===== config.mk =====
export PLATFORM = sky130hd
export DESIGN_NAME = vx_ibuffer_rr
export DESIGN_NICKNAME = d
export VERILOG_FILES = /design/src/rtl/vx_ibuffer_rr.sv
export SDC_FILE = /design/constraint.sdc
export NUM_CORES = 1
export LEC_CHECK = 0
export BUFFER_PORTS_ARGS = -buffer_cell sky130_fd_sc_hd__buf_4
export CAP_MARGIN = 20
export CORE_UTILIZATION = 50
export CTS_CLUSTER_DIAMETER = 40
export DETAILED_ROUTE_END_ITERATION = 12
export PLACE_DENSITY = 0.68
export SLEW_MARGIN = 20
export SYNTH_ARGS = -nofsm -noshare
export SYNTH_HDL_FRONTEND = slang
export SYNTH_SLANG_ARGS = --single-unit

===== constraint.sdc =====
create_clock -name clk -period 5.28 [get_ports clk]
set_input_delay 0.264 -clock clk [delete_from_list [all_inputs] [get_ports clk]]
set_output_delay 0.264 -clock clk [all_outputs]
set_load 0.1 [all_outputs]

===== src/rtl/vx_ibuffer_rr.sv =====
// vx_ibuffer_rr: per-warp instruction FIFOs feeding decode through a round-robin arbiter.
// Define IBUF_BYPASS_EN to let an empty buffer forward the incoming instruction in the same cycle.
module vx_ibuffer_rr #(
   parameter int NUM_WARPS   = 4,
   parameter int NUM_THREADS = 4,
   parameter int DEPTH       = 2,
   parameter int PC_BITS     = 30,
   parameter int UUID_WIDTH  = 1,
   parameter int NW_WIDTH    = 2
) (
   input  logic                   clk,
   input  logic                   reset_n,
   input  logic                   in_valid,
   output logic                   in_ready,
   input  logic [NW_WIDTH-1:0]    in_wid,
   input  logic [PC_BITS-1:0]     in_pc,
   input  logic [NUM_THREADS-1:0] in_tmask,
   input  logic [31:0]            in_instr,
   input  logic [UUID_WIDTH-1:0]  in_uuid,
   output logic                   out_valid,
   input  logic                   out_ready,
   output logic [NW_WIDTH-1:0]    out_wid,
   output logic [PC_BITS-1:0]     out_pc,
   output logic [NUM_THREADS-1:0] out_tmask,
   output logic [31:0]            out_instr,
   output logic [UUID_WIDTH-1:0]  out_uuid,
   output logic [NUM_WARPS-1:0]   ibuf_pop,
   output logic [NUM_WARPS-1:0]   empty_mask
);
   localparam int DW = UUID_WIDTH + 32 + NUM_THREADS + PC_BITS;
   localparam int PW = DEPTH > 1 ? $clog2(DEPTH) : 1;
   localparam int CW = $clog2(DEPTH + 1);

   logic [DW-1:0]        mem [NUM_WARPS][DEPTH];
   logic [PW-1:0]        wr_ptr [NUM_WARPS];
   logic [PW-1:0]        rd_ptr [NUM_WARPS];
   logic [CW-1:0]        count [NUM_WARPS];
   logic [NW_WIDTH-1:0]  rr_ptr, grant;
   logic [NUM_WARPS-1:0] push_vec, pop_vec;
   logic                 push, pop, bypass;

   function automatic logic [NW_WIDTH-1:0] wrap_wid(input logic [NW_WIDTH-1:0] w, input int i);
      return NW_WIDTH'((int'(w) + i) % NUM_WARPS);
   endfunction

   function automatic logic [PW-1:0] inc_ptr(input logic [PW-1:0] p);
      return (p == PW'(DEPTH - 1)) ? '0 : p + PW'(1);
   endfunction

   always_comb begin
      empty_mask = '0;
      for (int w = 0; w < NUM_WARPS; w++) empty_mask[w] = count[w] == '0;
   end

   // Scan backwards so the last hit is the first non-empty warp at or after rr_ptr.
   always_comb begin
      grant = rr_ptr;
      for (int i = NUM_WARPS - 1; i >= 0; i--)
         if (!empty_mask[wrap_wid(rr_ptr, i)]) grant = wrap_wid(rr_ptr, i);
   end

`ifdef IBUF_BYPASS_EN
   assign bypass = in_valid && (&empty_mask);
`else
   assign bypass = 1'b0;
`endif

   assign in_ready  = count[in_wid] != CW'(DEPTH);
   assign out_valid = !(&empty_mask) || bypass;
   assign out_wid   = bypass ? in_wid : grant;
   assign {out_uuid, out_instr, out_tmask, out_pc} = bypass ? {in_uuid, in_instr, in_tmask, in_pc}
                                                            : mem[grant][rd_ptr[grant]];
   assign pop       = out_valid && out_ready;
   assign push      = in_valid && in_ready && !(bypass && out_ready);
   assign ibuf_pop  = NUM_WARPS'(pop) << out_wid;
   assign push_vec  = NUM_WARPS'(push) << in_wid;
   assign pop_vec   = NUM_WARPS'(pop && !bypass) << grant;

   // A stalled grant parks rr_ptr on itself so later pushes cannot steal the slot.
   always_ff @(posedge clk or negedge reset_n) begin
      if (!reset_n) begin
         rr_ptr <= '0;
         for (int w = 0; w < NUM_WARPS; w++) begin
            count[w]  <= '0;
            wr_ptr[w] <= '0;
            rd_ptr[w] <= '0;
         end
      end else begin
         for (int w = 0; w < NUM_WARPS; w++) begin
            if (push_vec[w]) wr_ptr[w] <= inc_ptr(wr_ptr[w]);
            if (pop_vec[w]) rd_ptr[w] <= inc_ptr(rd_ptr[w]);
            count[w] <= count[w] + CW'(push_vec[w]) - CW'(pop_vec[w]);
         end
         if (pop) rr_ptr <= wrap_wid(out_wid, 1);
         else if (out_valid) rr_ptr <= out_wid;
      end
   end

   always_ff @(posedge clk) begin
      if (push) mem[in_wid][wr_ptr[in_wid]] <= {in_uuid, in_instr, in_tmask, in_pc};
   end

   a_wid_range: assert property (@(posedge clk) disable iff (!reset_n) in_valid |-> int'(in_wid) < NUM_WARPS);
   a_pop_onehot: assert property (@(posedge clk) disable iff (!reset_n) $onehot0(ibuf_pop));
endmodule


; After elaboration in Yosys (flattened, before gate mapping)
; Memory sizes are Yosys's and may differ from the RTL's.
; Index checks and enable logic that the tools add are counted.
[totals]
reg_bits = 18
mem_bits_rw = 536
inputBits = 73
out_inout_bits = 79
word_cells = 98
n_memories = 1
[mem_list]
columns = memory, depth, width, rd, rd_ports_with_merged_regs, write_ports, line
row1 = mem, 4, 134, 1, 0, 1, 34  ; logic [DW-1:0] mem [NUM_WARPS][DEPTH];
[op_classes]
n_addsub = 20
magnitude_cmp = 9
n_eq_ne = 2
n_shift = 2
muxes = 38
bitwise = 4
n_reduce_logical = 9
[ops]
columns = cell, n
row1 = 2-to-1 mux 67 bit, 4
row2 = 2-to-1 mux 134 bit, 1
row3 = demux 67 bit (select 1 bit), 1
row4 = 2-to-1 mux 1 bit, 17
row5 = 2-to-1 mux 2 bit, 8
row6 = binary-select mux 1 bit (select 2 bit), 6
row7 = < comparator 2 x 3 -> 1 bit (second input constant), 4
row8 = adder 1 bit (second input constant), 8
row9 = adder 2 x 1 -> 2 bit, 4
row10 = logical NOT 2 bit, 4
row11 = left shift 1 x 2 -> 4 bit, 2
row12 = subtractor 2 x 1 -> 2 bit, 4
row13 = >= comparator 3 bit (second input constant), 2
row14 = inverter 2 -> 3 bit, 2
row15 = adder 2 x 1 -> 2 bit (second input constant), 2
row16 = adder 2 bit (second input constant), 2
row17 = binary-select mux 2 bit (select 2 bit), 1
row18 = >= comparator 2 bit (second input constant), 2
row19 = != test 2 bit (second input constant), 2
row20 = inverter 1 -> 2 bit, 2
row21 = AND reduction 4 bit, 1
row22 = logical AND 1 bit, 3
row23 = < comparator 2 x 1 -> 1 bit (second input constant), 1
row24 = logical NOT 1 bit, 1

; Depth between registers and ports, before layout
; Gate-level depths: netlist of run 1.
[logic_depth]
depth_word = 15
mapped_depth = 14
depth_no_buf = 11

; Worst setup path after synthesis of run 1
; OpenSTA, ideal clock, no wires.
[synth_timing]
path_kind = reg-to-reg
from = register count[6] in the netlist's numbering
to = register count[1] in the netlist's numbering
setup_time_ps = 123
arrival_ps = 5491
required_ps = 5157
setup_slack_ps = -333
path_stages_with_launch = 11
n_path_buf = 0
period_less_slack_ps = 5613
cell_sequence = dfrtp_1 > nor2_1 > nand4_1 > and2_1 > ha_1 > and2_1 > ha_1 > inv_1 > ha_1 > xnor2_1 > xnor2_1
[synth_between]
word_cells_on_any_way = 25
classes_between = add/sub: 2 / eq/ne: 1 / shift: 2 / mux: 15 / reduce/logical: 5
[synth_lines]
columns = element, line
row1 = "start, declared", 37  ; logic [CW-1:0] count [NUM_WARPS];
row2 = "start signal, assigned by index", 92  ; count[w] <= count[w] + CW'(push_vec[w]) - CW'(pop_vec[w]);
row3 = logical NOT 2 bit, 52  ; for (int w = 0; w < NUM_WARPS; w++) empty_mask[w] = count[w] == '0;
row4 = via empty_mask[0], 28  ; output logic [NUM_WARPS-1:0] empty_mask
row5 = AND reduction 4 bit, 69  ; assign out_valid = !(&empty_mask) || bypass;
row6 = logical NOT 1 bit, 69
row7 = via out_valid, 20  ; output logic out_valid,
row8 = logical AND 1 bit, 73  ; assign pop = out_valid && out_ready;
row9 = left shift 1 x 2 -> 4 bit, -
row10 = via ibuf_pop[3], 27  ; output logic [NUM_WARPS-1:0] ibuf_pop,
row11 = subtractor 2 x 1 -> 2 bit, 92
; The timed path passes the listed nets, and every way through them passes these cells. The select of a mux whose other input is x is not followed.
; A chain may end at the register's enable or synchronous reset.

; Final worst setup path of run 1
[layout_timing]
from = register count[0] in the netlist's numbering
to = output out_tmask[3]
[layout_between]
elab_chain_len = 15
word_cells_on_any_way = 22
classes_between = mux: 18 / bitwise: 2 / reduce/logical: 1 / memory: 1
[layout_lines]
columns = element, line
row1 = logical NOT 2 bit *, 52
row2 = binary-select mux 1 bit (select 2 bit), 59  ; if (!empty_mask[wrap_wid(rr_ptr, i)]) grant = wrap_wid(rr_ptr, i);
row3 = 2-to-1 mux 1 bit (implied by the code), 59
row4 = 2-to-1 mux 2 bit (3 in a row), 59
row5 = 2-to-1 mux 2 bit *, 59
row6 = inverter 2 -> 3 bit (implied by the code), 72  ; : mem[grant][rd_ptr[grant]];
row7 = binary-select mux 1 bit (select 2 bit), 72
row8 = 2-to-1 mux 1 bit (implied by the code) (2 in a row), 72
row9 = inverter 1 -> 2 bit (implied by the code), 72
row10 = 2-to-1 mux 67 bit (implied by the code) * (3 in a row), 72
row11 = "end, declared", 24  ; output logic [NUM_THREADS-1:0] out_tmask,
; Every way passes the cells marked *; elsewhere a longest branch is shown, timed or not. The select of a mux whose other input is x is not followed.

==> results of run 1 <==
-- cell usage in the layout, fill, tap and decap left out, types with 2 or more instances in the layout --
cell,Yosys,final
clkbuf_16,0,75
dlygate4sd3_1,0,68
clkbuf_1,41,11
and3_1,2,2
inv_2,4,2
nor2_2,1,2
clkinv_2,0,7
o21ai_0,2,2
a311oi_1,2,2
nand2_1,271,271
a21oi_1,274,274
nor3b_1,2,2
clkinvlp_4,0,8
clkinv_4,0,3
inv_6,0,9
clkinv_1,0,7
nand4_1,2,2
nor2b_4,0,3
inv_1,12,12
nor2_1,9,4
a22oi_1,134,134
mux2_1,7,7
dfrtp_1,18,18
edfxtp_1,536,536
a21o_1,3,2
ha_1,9,9
buf_12,0,4
nor2_4,0,4
xnor2_1,8,8
buf_4,8,166
mux2_2,61,61
bufinv_16,0,9
and2_1,4,3
xor2_1,4,4
-- cell type report --
| type | count | area, um2 | share of cell area, % |
|---|---|---|---|
| clock buffers | 86 | 1920 | 7.23 |
| clock inverters | 43 | 497 | 1.87 |
| inverters | 16 | 70.1 | 0.264 |
| multi-input cells | 812 | 4760 | 17.9 |
| flip-flops and latches | 554 | 16500 | 62.4 |
| well taps | 585 | 732 | 2.76 |
| repair buffers | 238 | 2010 | 7.56 |
-- repair_timing --
item | 4_1_cts | 5_1_grt
resized for setup | 0 | 0
hold buffers | 68 | 0
endpoints found under the hold margin | 554 | 0
-- logic make-up (layout without fill, tap and decap cells) --
kind of cell             after synthesis  in the layout  share of synthesized area [%]
AO/OA/AOI/OAI                        422            422                           11.5
XOR/XNOR                              12             12                          0.483
adder cells (fa/ha/maj)                9              9                          0.518
buffers and inverters                114            383                           2.43
flip-flops                           554            554                           76.0
multiplexers                          69             69                           3.62
AND/OR/NAND/NOR                      300            300                           5.44
-- flip-flops by register name, summed over array words and instances, names as in the netlist --
| name | cells |
|---|---|
| rr_ptr | 2 |
| mem | 536 |
| count | 8 |
| wr_ptr | 4 |
| rd_ptr | 4 |
-- worst paths after layout --
kind	to	startpoint	slack, ns	cells past startpoint
min in group asynchronous	count[2]	reset_n	0.11	2
min reg2reg	rd_ptr[2]	rd_ptr[2]	0.47	1
max reg2reg	rr_ptr[1]	count[2]	1.83	8
max in group asynchronous	rr_ptr[1]	reset_n	4.97	2
max	out_tmask[3]	count[0]	0.49	9
min	wr_ptr[3]	in_wid[1]	0.07	4
-- stage by stage --
stage | instance area (um2) | utilization (%)
floorplan | 21800 | -
global placement | 23400 | 54.5
detailed placement | 23400 | 54.5
CTS | 26500 | 61.7
global route | 26500 | 61.7
finish | 26500 | 61.7
-- per-layer routing --
layer	vias up	wire length [um]
met1	6542	21200
met4	4	1240
met5	-	23
li1	6050	-
met2	339	23000
met3	103	2630
-- worst register-to-register path: cells and delay by family, from the launching register on --
kind / cells / cell delay (ns)
buffers and inverters: 2 / 1.50
AO/OA/AOI/OAI: 5 / 1.13
flip-flops: 1 / 0.40
AND/OR/NAND/NOR: 1 / 0.29
==> run metrics, run 1 <==
top cell type's share of synthesized area roughly three quarters; Slowest Stage Delay on Critical Path a little under 0.8 ns; Worst-path clk slew 0.05 ns; CTS H-tree depth 3; Die Height between 200 and 250 um; post-CTS setup buffers 0; vias in the first global route 13054; fmax 209 MHz; via count 13038; grt met2 use 34.8%; ant diodes 0; outcome completed; met1 usage in global routing 30.4%; Ys Warns 0; Cell Area, Synth around 0.022 mm2; gr usage total 22.0%; most frequent cell after synthesis edfxtp_1; Post-synth top flop edfxtp_1; register area share after synthesis 76.0%; Synth Area per Inst 14.7 um2; Max Cap Viol 0; Async SR Flop Fraction ~3.2%; Worst path most repeated cell buf_4; Placed Cells 2137; initial antenna violation count 2; dpl hpwl 23600 um; via/cell ratio 5.59; Max Slew Vio Count 0; core footprint between 0.04 and 0.05 mm2; slowest stage cell, crit path a22o_4; Place WS 1.02 ns; EDFF count, synth about 540; layout cell share with drive strength beyond 1 20.7%; CTS Buffer Depth 3; Antenna Nets Post-Route 0; non-filler instance count after layout 2334; router iterations before antenna repair 5; Worst Tran Pin Value about 1.1 ns; fin nets 1775; number of placement rows 76; overall routed net length 48000 um; period utilization 90.8%; synthesized instance count 1480; gr ovfl total 0; worst setup margin 0.487 ns; CP Data Required Time 5.02 ns; met3 GRT Util under 10%; minimum clock period approximately 4.8 ns; Fin Hold WS roughly 0.066 ns; # IOs 152; max_slew headroom 26.5%; HP Class input port to flop; CTS tree yes; WL/cell 20.6 um; Max Clock Skew 0.0208 ns; final setup vio count 0; final setup TNS 0 ns; Starting Density 50.6%; Startpoint Class flop; first-pass GRT wire length 74500 um; crit end category output pin; DR iter-0 viols ~960; Yosys top cell by area edfxtp_1; largest cells by area after synthesis edfxtp_1 (74%), a21oi_1 (6.3%), nand2_1 (4.7%); crit path DAT 4.53 ns; gr busiest metal met2; Worst-Skew Late Latency about 0.58 ns; Max FO, Critical Path 64; synth-to-layout area growth 21.9%; total CTS buffers 71; largest net degree at the start of global routing 186; Final Hold Violating Endpoints 0; worst-path cell chain or2_1 -> a311oi_1 -> a21o_4 -> inv_4 -> a21oi_1 -> a22o_4 -> buf_4 -> mux2_2 -> buf_4; cell family with most CP delay compound AO/OA/AOI/OAI gates; Yosys cell types 41; gpl congestion 0.763; root buf cell clkbuf_16; clock sinks 554; register bit total from synthesis around 550; WP buf/inv 3; Die W 211 um; DIE AREA 0.0444 mm2; IO buf count 151; Commonest cells post-synth edfxtp_1 (536), a21oi_1 (274), nand2_1 (271), a22oi_1 (134), mux2_2 (61); fill count 3268; Mapped Nets 1562; kind of critical path flop to output pin; RSZ-0062 raised after global routing false; DRC 0
Power of run 1 is left out: the tool's default activity adds up to more than one toggle a clock period on the data nets, which glitch-free logic cannot reach.
==> run 2: changes to the inputs <==
REMOVE_ABC_BUFFERS = 1   (was unset)
TNS_END_PERCENT = 20   (was unset)
==> run 2 against run 1 <==
Compared with the run above:
- fmax increased by 3.1%
- via count increased by 0.39%
- flip-flop and latch count is the same
- clock skew rose by 0.0014 ns
- critical path type unchanged
- die area stayed put
- hold slack better by 0.016 ns
==> run metrics, run 2 (synthesis results as in run 1) <==
Fin Hold WS 0.0816 ns (was 0.0661 ns); Multi-input gate area 0.00476 mm2 (about the same); final setup vio count 0 (unchanged); via/cell ratio 5.58 (was 5.59); clock sinks 554 (unchanged); FF+latch area 0.0165 mm2 (unchanged); Max Clock Skew 0.0222 ns (was 0.0208 ns); total CTS buffers 73 (was 71); gr usage total 22.2% (was 22.0%); period utilization 88.0% (was 90.8%); # IOs 152 (unchanged); Die Height 211 um (unchanged); slowest stage cell, crit path buf_4 (was a22o_4); core footprint 0.0430 mm2 (unchanged); Place WS 1.34 ns (was 1.02 ns); overall routed net length 49000 um (was 48000 um); Max FO, Critical Path 194 (was 64); commonest non-fill, non-tap cell in the layout edfxtp_1 (unchanged); gpl congestion 0.727 (was 0.763); Critical path destination out_uuid (was out_tmask[3]); first-pass GRT wire length 75400 um (was 74500 um); fmax 215 MHz (was 209 MHz); Worst path most repeated cell buf_4 (unchanged); crit end category output pin (unchanged); Starting Density 50.6% (unchanged); vias in the first global route 13314 (was 13054); most frequent cells in the layout edfxtp_1 (536), a21oi_1 (274), nand2_1 (271) (unchanged); HP Class input port to flop (unchanged); fill count 3246 (was 3268); IO buf count 151 (unchanged); layout cell share with drive strength beyond 1 20.9% (was 20.7%); CTS Buffer Depth 3 (unchanged); Worst Tran Pin Value 1.02 ns (was 1.10 ns); Max Cap Viol 0 (unchanged); CTS tree yes (unchanged); Antenna Nets Post-Route 0 (unchanged); RSZ-0062 raised after global routing false (unchanged); minimum clock period 4.65 ns (was 4.79 ns); Final Hold Violating Endpoints 0 (unchanged); synth-to-layout area growth 22.2% (was 21.9%); Worst R2R Setup Slack 2.20 ns (was 1.83 ns); worst-path cell chain or2_1 -> inv_2 -> o21ai_2 -> o31ai_4 -> buf_12 -> buf_4 -> nand2_1 -> a22oi_1 -> mux2_2 -> buf_4 (was or2_1 -> a311oi_1 -> a21o_4 -> inv_4 -> a21oi_1 -> a22o_4 -> buf_4 -> mux2_2 -> buf_4); Worst R2R End count[3] (was rr_ptr[1]); CP Data Required Time 5.02 ns (about the same); WL/cell 20.9 um (was 20.6 um); initial antenna violation count 1 (was 2); Max Slew Vio Count 0 (unchanged); Die W 211 um (unchanged); largest net degree at the start of global routing 195 (was 186); router iterations before antenna repair 6 (was 5); Startpoint Class flop (unchanged); final setup TNS 0 ns (unchanged); Final Core Density 61.8% (was 61.7%); DIE AREA 0.0444 mm2 (unchanged); via count 13089 (was 13038); worst setup path startpoint count[0] (unchanged); fin nets 1781 (was 1775); Slowest Stage Delay on Critical Path 0.80 ns (was 0.79 ns); max reg flops 536 (unchanged); crit path DAT 4.38 ns (was 4.53 ns); R2R Path Start count[0] (was count[2]); post_cts resized 0 (unchanged); outcome completed (unchanged); kind of critical path flop to output pin (unchanged); worst setup margin 0.632 ns (was 0.487 ns); dpl hpwl 24900 um (was 23600 um); R2R depth 11 (was 8); CTS H-tree depth 3 (unchanged); number of placement rows 76 (unchanged); DRC 0 (unchanged); max_slew headroom 32.1% (was 26.5%); root buf cell clkbuf_16 (unchanged); gr ovfl total 0 (unchanged); Worst-Skew Late Latency 0.59 ns (was 0.58 ns); Worst-path clk slew 0.05 ns (about the same); DR iter-0 viols 1226 (was 961)
==> run 2: cell count changes in the layout (fill, tap and decap cells not counted) <==
cell / delta
bufinv_16: -1
nor2_2: -1
nor2_1: +1
clkinv_8: +4
buf_12: -1
clkinvlp_4: +2
clkinv_2: +1
clkinv_1: +2
diode_2: +1
inv_6: -3
buf_4: +5
==> run 2: cell type report <==
| class | count | area share [%] |
|---|---|---|
| antenna | 1 | 0.00941 |
| clock buffer | 86 | 7.22 |
| clock inverter | 48 | 2.01 |
| inverter | 16 | 0.264 |
| multi-input combinational | 812 | 17.9 |
| sequential | 554 | 62.2 |
| tap | 585 | 2.75 |
| timing repair buffer | 242 | 7.62 |
==> run 2: how the worst min path moves through the flow <==
| stage | end | cells past startpoint | slack (ns) | startpoint |
|---|---|---|---|---|
| 6_report | wr_ptr[3] | 4 | 0.08 | in_wid[1] |
| 5_1_grt | rr_ptr[0] | 2 | 0.11 | reset_n |
| 4_1_cts | wr_ptr[3] | 4 | 0.04 | in_wid[1] |
| 3_5_place_dp | count[3] | 1 | 0.15 | reset_n |
| 3_3_place_gp | count[3] | 1 | 0.15 | reset_n |
| 2_1_floorplan | count[0] | 0 | -0.03 | reset_n |
==> run 2: stage by stage <==
step	instances	cell area, um2
global placement	2141	23400
global route	2344	26600
floorplan	1382	21300
CTS	2343	26600
detailed placement	2141	23400
finish	2344	26600
==> run 2: timing repair <==
action / CTS / global route
hold buffers: 68 / 0
endpoints found under the hold margin: 554 / 0
endpoints found under the setup margin: 0 / 0
setup buffers: 0 / 0
==> run 2: routing by layer <==
metal  up-vias  GRT usage (%)  share of wire, %  wire length [um]
li1       6055              -                 -                 -
met1      6604           30.9                44             21700
met2       366           36.0                49             23700
met3        64           3.91               5.5              2690
met4         0           6.70               1.7               816
met5         -              0                 0                 0
==> run 2: worst max-delay path: cells and delay by family, from the launching register on <==
kind / cells / cell delay (ns)
muxes: 1 / 0.20
buffers and inverters: 4 / 1.77
DFF: 1 / 0.39
and+or+nand+nor: 2 / 0.40
AOI/OAI and AO/OA: 3 / 0.71
Power of run 2 is left out for the same reason.
==> run 3: changes to the inputs <==
MAX_ROUTING_LAYER = met4   (was unset)
clock period = 5.4 ns   (was 5.28 ns; I/O delays follow)
==> run 3 against run 2 <==
Compared with the run above:
- the flow now finishes with violations (DRC)
- clock-buffer cell count shrank 6
- hold slack got worse by 0.033 ns
- register-to-register slack worse by 0.17 ns
- sequential share of layout area rose by 0.37 points
- clock skew shrank 0.010 ns
==> run metrics, run 3 (synthesis results as in run 1) <==
outcome complete, but fails checks (was completed); failing checks DRC; vias in the first global route 13191 (was 13314); Startpoint Class flop (unchanged); period utilization around 85%; max reg flops 536 (unchanged); Final Core Density 61.5% (was 61.8%); commonest non-fill, non-tap cell in the layout edfxtp_1 (unchanged); Worst-path clk slew 0.06 ns (was 0.05 ns); Max Clock Skew 0.0119 ns (was 0.0222 ns); RSZ-0062 raised after global routing false (unchanged); CTS tree yes (unchanged); fmax roughly 220 MHz; via count 13121 (was 13089); largest net degree at the start of global routing 144 (was 195); max_slew headroom 28.4% (was 32.1%); clock sinks 554 (unchanged); synth-to-layout area growth 21.4% (was 22.2%); number of placement rows 76 (unchanged); Die Height 211 um (unchanged); HP Class input port to flop (unchanged); post-CTS setup buffers 0 (unchanged); router iterations before antenna repair 9 (was 6); Worst path most repeated cell buf_4 (unchanged); DRC 1 (was 0); worst-path cell chain or2_1 -> inv_2 -> o21ai_2 -> o31ai_4 -> buf_4 -> buf_4 -> nand2_1 -> a22oi_1 -> mux2_2 -> buf_4 (was or2_1 -> inv_2 -> o21ai_2 -> o31ai_4 -> buf_12 -> buf_4 -> nand2_1 -> a22oi_1 -> mux2_2 -> buf_4); gr usage total 23.3% (was 22.2%); via/cell ratio 5.61 (was 5.58); layout cell share with drive strength beyond 1 20.7% (was 20.9%); slowest stage cell, crit path buf_4 (unchanged); final setup TNS 0 ns (unchanged); minimum clock period 4.57 ns; gpl congestion 0.759 (was 0.727); Worst-Skew Late Latency 0.58 ns (was 0.59 ns); Slowest Stage Delay on Critical Path 0.81 ns (was 0.80 ns); Max Cap Viol 0 (unchanged); DR iter-0 viols 1188 (was 1226); dpl hpwl 24700 um (was 24900 um); crit path DAT 4.30 ns (was 4.38 ns); Place WS 1.39 ns (was 1.34 ns); CP Data Required Time 5.13 ns (was 5.02 ns); WL/cell 21.2 um (was 20.9 um); final setup vio count 0 (unchanged); root buf cell clkbuf_16 (unchanged); worst setup margin 0.825 ns (was 0.632 ns); kind of critical path flop to output pin (unchanged); CTS H-tree depth 3 (unchanged); most frequent cells in the layout edfxtp_1 (536), a21oi_1 (274), nand2_1 (271) (unchanged); crit end category output pin (unchanged); first-pass GRT wire length 76400 um (was 75400 um); IO buf count 151 (unchanged); core footprint 0.0430 mm2 (unchanged); gr ovfl total 0 (unchanged); fin nets 1777 (was 1781); Max Slew Vio Count 0 (unchanged); CTS Buffer Depth 3 (unchanged); initial antenna violation count 2 (was 1); Worst Tran Pin Value 1.07 ns (was 1.02 ns); # IOs 152 (unchanged); DIE AREA 0.0444 mm2 (unchanged); Final Hold Violating Endpoints 0 (unchanged); Starting Density 50.6% (unchanged); Max FO, Critical Path 88 (was 194); Fin Hold WS 0.0486 ns (was 0.0816 ns); Die W 211 um (unchanged); fill count 3252 (was 3246); overall routed net length 49500 um (was 49000 um); total CTS buffers 70 (was 73); Antenna Nets Post-Route 0 (unchanged)
==> run 3: cell types whose count changed in the layout (fill, tap and decap cells not counted), sizes merged <==
cell	previous run	this run
diode	1	2
clkbuf	86	80
inv	22	27
clkinvlp	10	5
clkinv	24	28
buf	174	173
bufinv	8	4
==> run 3: worst paths after layout <==
kind,start,to,slack (ns),cells after the start
worst max-delay path,count[0],out_instr[0],0.83,10
worst min-delay path,in_wid[1],wr_ptr[3],0.05,4
worst max register to register,count[0],count[3],2.03,11
worst min register to register,rd_ptr[0],rd_ptr[0],0.47,1
max in group asynchronous,reset_n,count[6],5.10,2
min in group asynchronous,reset_n,wr_ptr[0],0.09,2
==> run 3: cell type report <==
cell class | count | area, um2 | area share (%)
antenna | 2 | 5.00 | 0.0189
tap | 585 | 732 | 2.77
multi-input combinational | 812 | 4760 | 18.0
clock buffer | 80 | 1810 | 6.85
inverter | 16 | 70.1 | 0.265
sequential | 554 | 16500 | 62.6
clock inverter | 48 | 474 | 1.79
timing repair buffer | 241 | 2030 | 7.68
==> run 3: per-layer routing <==
layer / vias to the layer above / track usage (%) / part of all wire, %
met2: 389 / 36.7 / 49
met5: - / - / 0
met3: 74 / 4.07 / 5.4
met1: 6595 / 31.3 / 44
li1: 6063 / - / -
met4: 0 / 7.15 / 1.9
==> run 3: worst max-delay path, delay by kind of cell, from the launching register on <==
kind,cells,cell delay [ns]
simple gates,2,0.40
buf+inv,4,1.70
compound gates,3,0.93
flops,1,0.39
mux,1,0.23
==> run 3: through the flow <==
step / std cells / instance area, um2
5_1_grt: 2338 / 26400
3_5_place_dp: 2140 / 23500
2_1_floorplan: 1382 / 21300
4_1_cts: 2336 / 26400
3_3_place_gp: 2140 / 23500
6_report: 2338 / 26400
==> run 3: timing repair <==
item | 4_1_cts | 5_1_grt
gates resized for setup | 0 | 0
hold endpoints to repair | 554 | 0
hold buffers | 68 | 0
Power of run 3 is left out for the same reason.
